### config.mk
export PLATFORM = sky130hd
export DESIGN_NAME = bus_interconnect
export DESIGN_NICKNAME = d
export VERILOG_FILES = /design/src/rtl/bus_pkg.sv /design/src/rtl/bus_addr_decoder.sv /design/src/rtl/bus_interconnect.sv
export SDC_FILE = /design/constraint.sdc
export NUM_CORES = 1
export LEC_CHECK = 0
export BUFFER_PORTS_ARGS = -buffer_cell sky130_fd_sc_hd__buf_4
export CORE_AREA = 2 2 134 136
export CTS_CLUSTER_DIAMETER = 50
export DETAILED_ROUTE_END_ITERATION = 12
export DIE_AREA = 0 0 136 138
export GPL_ROUTABILITY_DRIVEN = 0
export PLACE_DENSITY = 0.72
export SETUP_SLACK_MARGIN = 0.3
export SYNTH_ARGS = -nofsm -noshare
export SYNTH_HDL_FRONTEND = slang
export SYNTH_SLANG_ARGS = --single-unit
### constraint.sdc
create_clock -name clk -period 2.4 [get_ports clk]
set_input_delay 0.36 -clock clk [delete_from_list [all_inputs] [get_ports clk]]
set_output_delay 0.36 -clock clk [all_outputs]
set_load 0.1 [all_outputs]
### src/rtl/bus_pkg.sv
// Shared types and constants for the CPU data-bus interconnect.
package bus_pkg;

  typedef enum logic [1:0] {
    StIdle,
    StAccess,
    StResp
  } bus_state_e;

  localparam logic [3:0] RegRam = 4'h0;
  localparam logic [3:0] RegIo  = 4'h1;

  localparam logic [2:0] RwB  = 3'b000;
  localparam logic [2:0] RwH  = 3'b001;
  localparam logic [2:0] RwW  = 3'b010;
  localparam logic [2:0] RwBu = 3'b100;
  localparam logic [2:0] RwHu = 3'b101;

  function automatic int unsigned idx_width(input int unsigned n);
    return (n > 1) ? $clog2(n) : 1;
  endfunction

endpackage

### src/rtl/bus_addr_decoder.sv
// Region decoder: compares the address region field with each slave's region id.
// Priority-encoded so the lowest matching slave index wins.
module bus_addr_decoder
  import bus_pkg::*;
#(
  parameter int unsigned               NUM_SLAVES = 4,
  parameter int unsigned               RW         = 4,
  parameter int unsigned               IdxW       = 2,
  parameter logic [NUM_SLAVES*4-1:0]   REGION_ID  = '0
) (
  input  logic [RW-1:0]         region_i,
  output logic [NUM_SLAVES-1:0] hit_vec_o,
  output logic                  hit_o,
  output logic [IdxW-1:0]       idx_o
);

  always_comb begin
    hit_vec_o = '0;
    hit_o     = 1'b0;
    idx_o     = '0;
    for (int unsigned i = 0; i < NUM_SLAVES; i++) begin
      if (!hit_o && (region_i == RW'(REGION_ID[i*4 +: 4]))) begin
        hit_o        = 1'b1;
        hit_vec_o[i] = 1'b1;
        idx_o        = IdxW'(i);
      end
    end
  end

endmodule

### src/rtl/bus_interconnect.sv
// Single-master to NUM_SLAVES memory-mapped interconnect with req/ready handshake,
// registered response, and bus error on decode miss or slave timeout.
module bus_interconnect
  import bus_pkg::*;
#(
  parameter int unsigned             DW         = 32,
  parameter int unsigned             AW         = 32,
  parameter int unsigned             NUM_SLAVES = 4,
  parameter int unsigned             SEL_LSB    = 28,
  parameter int unsigned             LOCAL_AW   = 24,
  parameter logic [NUM_SLAVES*4-1:0] REGION_ID  = {4'h3, 4'h2, 4'h1, 4'h0},
  parameter int unsigned             TIMEOUT    = 255
) (
  input  logic                     clk,
  input  logic                     rst_n,
  input  logic                     m_req,
  input  logic                     m_we,
  input  logic [AW-1:0]            m_addr,
  input  logic [2:0]               m_rw_type,
  input  logic [DW-1:0]            m_wdata,
  output logic                     m_ready,
  output logic [DW-1:0]            m_rdata,
  output logic                     m_err,
  output logic [NUM_SLAVES-1:0]    s_sel,
  output logic                     s_we,
  output logic [AW-1:0]            s_addr,
  output logic [2:0]               s_rw_type,
  output logic [DW-1:0]            s_wdata,
  input  logic [NUM_SLAVES-1:0]    s_ready,
  input  logic [NUM_SLAVES*DW-1:0] s_rdata,
  output logic [AW-1:0]            err_addr
);

  localparam int unsigned IdxW       = idx_width(NUM_SLAVES);
  localparam int unsigned RW         = AW - SEL_LSB;
  localparam logic [7:0]  TimeoutCnt = 8'(TIMEOUT);

  bus_state_e            state_q, state_d;
  logic [NUM_SLAVES-1:0] sel_q, sel_d;
  logic                  we_q, we_d;
  logic [AW-1:0]         addr_q, addr_d;
  logic [AW-1:0]         acc_addr_q, acc_addr_d;
  logic [2:0]            rw_type_q, rw_type_d;
  logic [DW-1:0]         wdata_q, wdata_d;
  logic [IdxW-1:0]       idx_q, idx_d;
  logic [7:0]            cnt_q, cnt_d;
  logic [DW-1:0]         rdata_q, rdata_d;
  logic                  err_q, err_d;
  logic [AW-1:0]         err_addr_q, err_addr_d;

  logic [NUM_SLAVES-1:0] dec_vec;
  logic                  dec_hit;
  logic [IdxW-1:0]       dec_idx;
  logic [DW-1:0]         slave_rdata;
  logic                  slave_ready;

  bus_addr_decoder #(
    .NUM_SLAVES(NUM_SLAVES),
    .RW        (RW),
    .IdxW      (IdxW),
    .REGION_ID (REGION_ID)
  ) u_decoder (
    .region_i (m_addr[AW-1:SEL_LSB]),
    .hit_vec_o(dec_vec),
    .hit_o    (dec_hit),
    .idx_o    (dec_idx)
  );

  // sel_q is one-hot during ACCESS, so this masks out unselected slaves.
  assign slave_ready = |(s_ready & sel_q);

  always_comb begin
    slave_rdata = '0;
    for (int unsigned i = 0; i < NUM_SLAVES; i++) begin
      if (idx_q == IdxW'(i)) slave_rdata = s_rdata[i*DW +: DW];
    end
  end

  always_comb begin
    state_d    = state_q;
    sel_d      = sel_q;
    we_d       = we_q;
    addr_d     = addr_q;
    acc_addr_d = acc_addr_q;
    rw_type_d  = rw_type_q;
    wdata_d    = wdata_q;
    idx_d      = idx_q;
    cnt_d      = cnt_q;
    rdata_d    = rdata_q;
    err_d      = err_q;
    err_addr_d = err_addr_q;
    unique case (state_q)
      StIdle: begin
        if (m_req) begin
          if (dec_hit) begin
            sel_d      = dec_vec;
            we_d       = m_we;
            addr_d     = AW'(m_addr[LOCAL_AW-1:0]);
            acc_addr_d = m_addr;
            rw_type_d  = m_rw_type;
            wdata_d    = m_wdata;
            idx_d      = dec_idx;
            cnt_d      = '0;
            state_d    = StAccess;
          end else begin
            rdata_d    = '0;
            err_d      = 1'b1;
            err_addr_d = m_addr;
            state_d    = StResp;
          end
        end
      end
      StAccess: begin
        if (slave_ready) begin
          rdata_d = we_q ? '0 : slave_rdata;
          err_d   = 1'b0;
          sel_d   = '0;
          state_d = StResp;
        end else if (cnt_q == TimeoutCnt) begin
          // Full address kept so the reported error address retains the region.
          rdata_d    = '0;
          err_d      = 1'b1;
          err_addr_d = acc_addr_q;
          sel_d      = '0;
          state_d    = StResp;
        end else begin
          cnt_d = cnt_q + 8'd1;
        end
      end
      StResp:  state_d = StIdle;
      default: state_d = StIdle;
    endcase
  end

  always_ff @(posedge clk or negedge rst_n) begin
    if (!rst_n) begin
      state_q    <= StIdle;
      sel_q      <= '0;
      we_q       <= 1'b0;
      addr_q     <= '0;
      acc_addr_q <= '0;
      rw_type_q  <= '0;
      wdata_q    <= '0;
      idx_q      <= '0;
      cnt_q      <= '0;
      rdata_q    <= '0;
      err_q      <= 1'b0;
      err_addr_q <= '0;
    end else begin
      state_q    <= state_d;
      sel_q      <= sel_d;
      we_q       <= we_d;
      addr_q     <= addr_d;
      acc_addr_q <= acc_addr_d;
      rw_type_q  <= rw_type_d;
      wdata_q    <= wdata_d;
      idx_q      <= idx_d;
      cnt_q      <= cnt_d;
      rdata_q    <= rdata_d;
      err_q      <= err_d;
      err_addr_q <= err_addr_d;
    end
  end

  assign m_ready   = (state_q == StResp);
  assign m_rdata   = rdata_q;
  assign m_err     = err_q;
  assign s_sel     = sel_q;
  assign s_we      = we_q;
  assign s_addr    = addr_q;
  assign s_rw_type = rw_type_q;
  assign s_wdata   = wdata_q;
  assign err_addr  = err_addr_q;

endmodule

# Word level (Yosys, flattened, before mapping)
# Index checks and enable logic that the tools add are counted.
# W data, S select, Z words.
# totals
output_inout_bits	138
in_bits	203
regBits	173
mem_bits_ro	0
latch_bits	0
ramBits	0
mem_count	0
# classes
reduce_logical	17
shift	0
n_addsub	1
mul	0
div	0
order_cmp	0
n_eq_ne	16
bitwise_logic	1
muxes	45
# op_table
op	count
$mux W32	13
$pmux W32 S2	2
$mux W8	4
$mux W4	4
$pmux W8 S2	1
$mux W1	12
$mux W2	6
$ne A2 B2 Y1 const B	6
$reduce_and A5 Y1	2
$add A8 B1 Y8 const B	1
$eq A4 B2 Y1 const B	2
$eq A8 B8 Y1 const B	1
$pmux W4 S2	1
$reduce_and A4 Y1	2
$eq A2 B2 Y1 const B	3
$and A4 B4 Y4	1
$eq A2 B1 Y1 const B	2
$eq A4 B1 Y1 const B	1
$logic_not A2 Y1	2
$logic_not A4 Y1	1
$pmux W2 S2	1
$reduce_or A4 Y1	1
$logic_and A1 B1 Y1	3
$logic_not A1 Y1	3
other kinds (5)	5

# Logic depth before layout (Yosys ltp)
# depth
depth_word	14
depth_mapped	8
ltp_nobuf	6

# Hierarchy
# Synthesis repeated with hierarchy kept, for this count alone.
# hier_totals
cells_unflattened	548
hier_area_um2	7114.3
# modules_own_cells
module	area_each_um2	instances	cells_per_inst
bus_interconnect	7059.3	1	541
bus_addr_decoder	55.1	1	7

# Least setup slack after synthesis
# No wires, ideal clock.
# synth_timing
path_type	register -> register
startpoint	register sel_q[2] (netlist: s_sel[2])
endpoint	register rdata_q[0] (netlist: m_rdata[0])
n_path_buf	2
t_arrival_ns	2.106
stages_incl_launch_ff	8
required_ns	2.278
setup_ns	0.122
path_slack_ns	0.172
period_less_slack_ns	2.228
cell_sequence	dfrtp_1 a22oi_1 nand2_1 nor3_1 nand2b_1 buf_4 buf_2 a22o_1
# synth_between
elab_chain_cells	4
elab_cells_between_ends	6
cone_classes	eq/ne: 1; mux: 2; bitwise: 1; reduce/logical: 2
# synth_rtl
element	line	text
from (decl)	bus_interconnect.sv:39	logic [NUM_SLAVES-1:0] sel_q, sel_d;
from (signal assigned)	bus_interconnect.sv:151	sel_q <= sel_d;
$and A4 B4 Y4 (*)	bus_interconnect.sv:70	assign slave_ready = |(s_ready & sel_q);
$reduce_or A4 Y1 (*)	bus_interconnect.sv:70	
$ne A3 B3 Y1 (no line) / $mux W32 (equally long branches)	n/a	
$reduce_and A4 Y1 (no line) / $pmux W32 S2 (equally long branches)	n/a	
to (signal assigned)	bus_interconnect.sv:159	rdata_q <= rdata_d;
to (decl)	bus_interconnect.sv:47	logic [DW-1:0] rdata_q, rdata_d;
# Mark *: on every way between the ends. The rest lies on a longest branch, timed or not.
# A chain may end at the register's enable or synchronous reset.

# Worst setup path after layout
# layout_timing
startpoint	register cnt_q[0]
endpoint	register cnt_q[6]
# layout_between
elab_chain_cells	4
elab_cells_between_ends	7
cone_classes	add/sub: 1; eq/ne: 2; mux: 3; reduce/logical: 1
# layout_rtl
element	line	text
from (decl)	bus_interconnect.sv:46	logic [7:0] cnt_q, cnt_d;
from (signal assigned)	bus_interconnect.sv:158	cnt_q <= cnt_d;
$add A8 B1 Y8	bus_interconnect.sv:127	cnt_d = cnt_q + 8'd1;
$mux W8	bus_interconnect.sv:119	end else if (cnt_q == TimeoutCnt) begin
$mux W8	bus_interconnect.sv:114	if (slave_ready) begin
$pmux W8 S2	bus_interconnect.sv:92	unique case (state_q)
# Several ways; a longest one is shown, not always the timed one. The select of a mux whose other input is x is not followed.

==> results.cfg <==
[worst_setup_path]
worst-r2r-cell-count = 6
crit_path_end_kind = register
worst-setup-path-type = register to register
start_kind = register
regToRegStartpoint = cnt_q[0]
cp.required_ns = 2.75
cp_max_fo = 10
cp-startpoint = cnt_q[0]
worstPathArrival_ns = 2.36

[grt]
grt-ovfl-total = 0
grt_use_total = 0.238
antenna_found_initial = 0
grt_max_degree = 65
grt_pass1_wl_um = 34600
grt_pass1_vias = 6453

[placed_design]
hpwl_um = 15900
io_buffers = 332
placed_area_sq_um = 9680

[clocking]
clockBufferDepth = 2
ctsHtreeMaxLevel = 4
clk_latency_ns = 0.42
cts_setup_buffers = 0
cts_buffers = 17
cts_tree = done
path_clk_slew_ns = 0.07
cts.sinks = 149
cts-root-buf = clkbuf_16

[floorplan]
start_util = 0.404
io_pins = 341
die_w_um = 136
row_count = 49
die_h_um = 138
coreArea_sq_um = 17500
fp.dieArea_sq_um = 18800

[detailed_routing]
ant_nets = 0
dr.pass1.iters = 5
via_per_inst = 5.15
wl_um = 21700
detail_route.wl_per_cell_um = 17.5
drcViolationCount = 0
dr.first_iter.drc_count = 352
num_vias = 6374

[finish]
final_area_sq_um = 10300
n_fill_cell = 1538
area_growth_pct = 45.7
post-route-util = 0.588
diodes = 0
layout.nets = 1200
final_cell_mix = buf_4, nand2_1, dfrtp_1, a21oi_1
final_common_cell = buf_4
drive_above_1_share = 0.424

[synth]
syn_inst = 704
avgSynthCellArea_sq_um = 10.1
synth_edf_count = 0
ys_seq_elements = 149
ys.flop_type = dfrtp_1
synth_cell_types = 37
yosysWarnings = 0
yosysSeqAreaShare = 0.527
syn_area_sq_um = 7080
ys_async_sr_fraction = 1.00

[sta]
relSlewSlack = 0.544
holdWs_ns = 0.126
setup_tns_ns = 0
setup_viol = 0
hold_violations = 0
period_share = 0.837
max_clock_freq_mhz = 498
final-max-slew-violation-count = 0
clock_skew_ns = 0.00767
rsz0062_at_grt = true
min_period_ns = 2.01
tightest_slew_ns = 0.681

[pwr]
powerDensity_nw_per_um2 = 591
ir_drop_uv = 480
power_frac_comb = 0.123
netSwitchingFraction = 0.257
p_int_mw = 4.53
p_switching_mw = 1.56
clkPwrFrac = 0.456
finalPower_mw = 6.09
pwr-share-seq = 0.421
leakage_nw = 5.11

[min_path]
worstHoldPathType = input pin to register
hold_depth = 3
min-delay-start = m_wdata[9]

[run_status]
outcome = completed

[flow_run]
drv_cap = 0
through the flow:
stage / worst slack (ns) / instances
4_1_cts: 0.389 / 1238
2_1_floorplan: 0.484 / 711
6_report: 0.392 / 1238
5_1_grt: 0.245 / 1238
3_5_place_dp: 0.369 / 1205
3_3_place_gp: 0.367 / 1205
metal layers:
layer / part of all wire / GRT usage
met1: 0.39 / 0.292
met2: 0.51 / 0.401
met4: 0.020 / 0.0729
met3: 0.087 / 0.0737
met5: 0 / 0
synthesized netlist by cell type (all sizes together) (6+ instances only):
| library cell | instances | area [sq um] |
|---|---|---|
| mux4 | 32 | 721 |
| a41oi | 31 | 272 |
| buf | 47 | 319 |
| nand3 | 6 | 30.0 |
| a22o | 32 | 280 |
| dfrtp | 149 | 3730 |
| o21ai | 8 | 43.8 |
| nand2 | 276 | 1040 |
| clkbuf | 36 | 135 |
| nor2 | 6 | 25.0 |
| a21oi | 41 | 216 |
area by class of cell:
type	instances	area (sq um)	share of cell area
Clock inverter	15	191	0.0186
Timing Repair Buffer	349	2710	0.263
Multi-Input combinational cell	474	2950	0.286
Tap cell	229	287	0.0278
Clock buffer	17	425	0.0412
Inverter	5	18.8	0.00182
Sequential cell	149	3730	0.362
power by group through the flow:
stage / combinational, mW / clock, mW / sequential, mW
floorplan: 0.269 / 0 / 2.72
global placement: 0.751 / 0 / 2.61
detailed placement: 0.757 / 0 / 2.61
CTS: 0.759 / 2.84 / 2.56
global route: 0.799 / 2.97 / 2.57
finish: 0.751 / 2.78 / 2.56
path summary, 6_finish.rpt:
check                                 end  slack (ns)
max reg2reg                      cnt_q[6]        0.39
min                            s_wdata[9]        0.13
min in group asynchronous    err_addr[13]        0.49
min reg2reg                acc_addr_q[26]        0.47
max                              cnt_q[6]        0.39
max in group asynchronous     m_rdata[17]        1.23
cells by family after synthesis:
logic type,count (synthesis),synth area share
AO/OA/AOI/OAI,124,0.128
adder cells (fa/ha/maj),1,0.00177
buffers and inverters,88,0.0668
flip-flops,149,0.527
multiplexers,32,0.102
other,1,0.000530
AND/OR/NAND/NOR,309,0.174
flip-flops by register name, summed over array words and instances, names as in the netlist, 3 cells and up:
register,cells
err_addr,32
s_sel,4
cnt_q,8
s_rw_type,3
m_rdata,32
s_wdata,32
acc_addr_q,32
worst max-delay path: stages (launching register included):
cell and delay [ns]:
dfrtp_1 0.41, ha_1 0.22, and2_1 0.19, nand3_1 0.16, a31oi_1 0.27, or4_1 0.54
a21oi_1 0.14
what timing repair did:
| item | in CTS | in global routing |
|---|---|---|
| setup endpoints to repair | 0 | 29 |
| hold buffers | 1 | 0 |
| resized for setup | 0 | 1 |
| hold endpoints to repair | 61 | 0 |
Note: power is estimated with default switching activity, not from simulation.
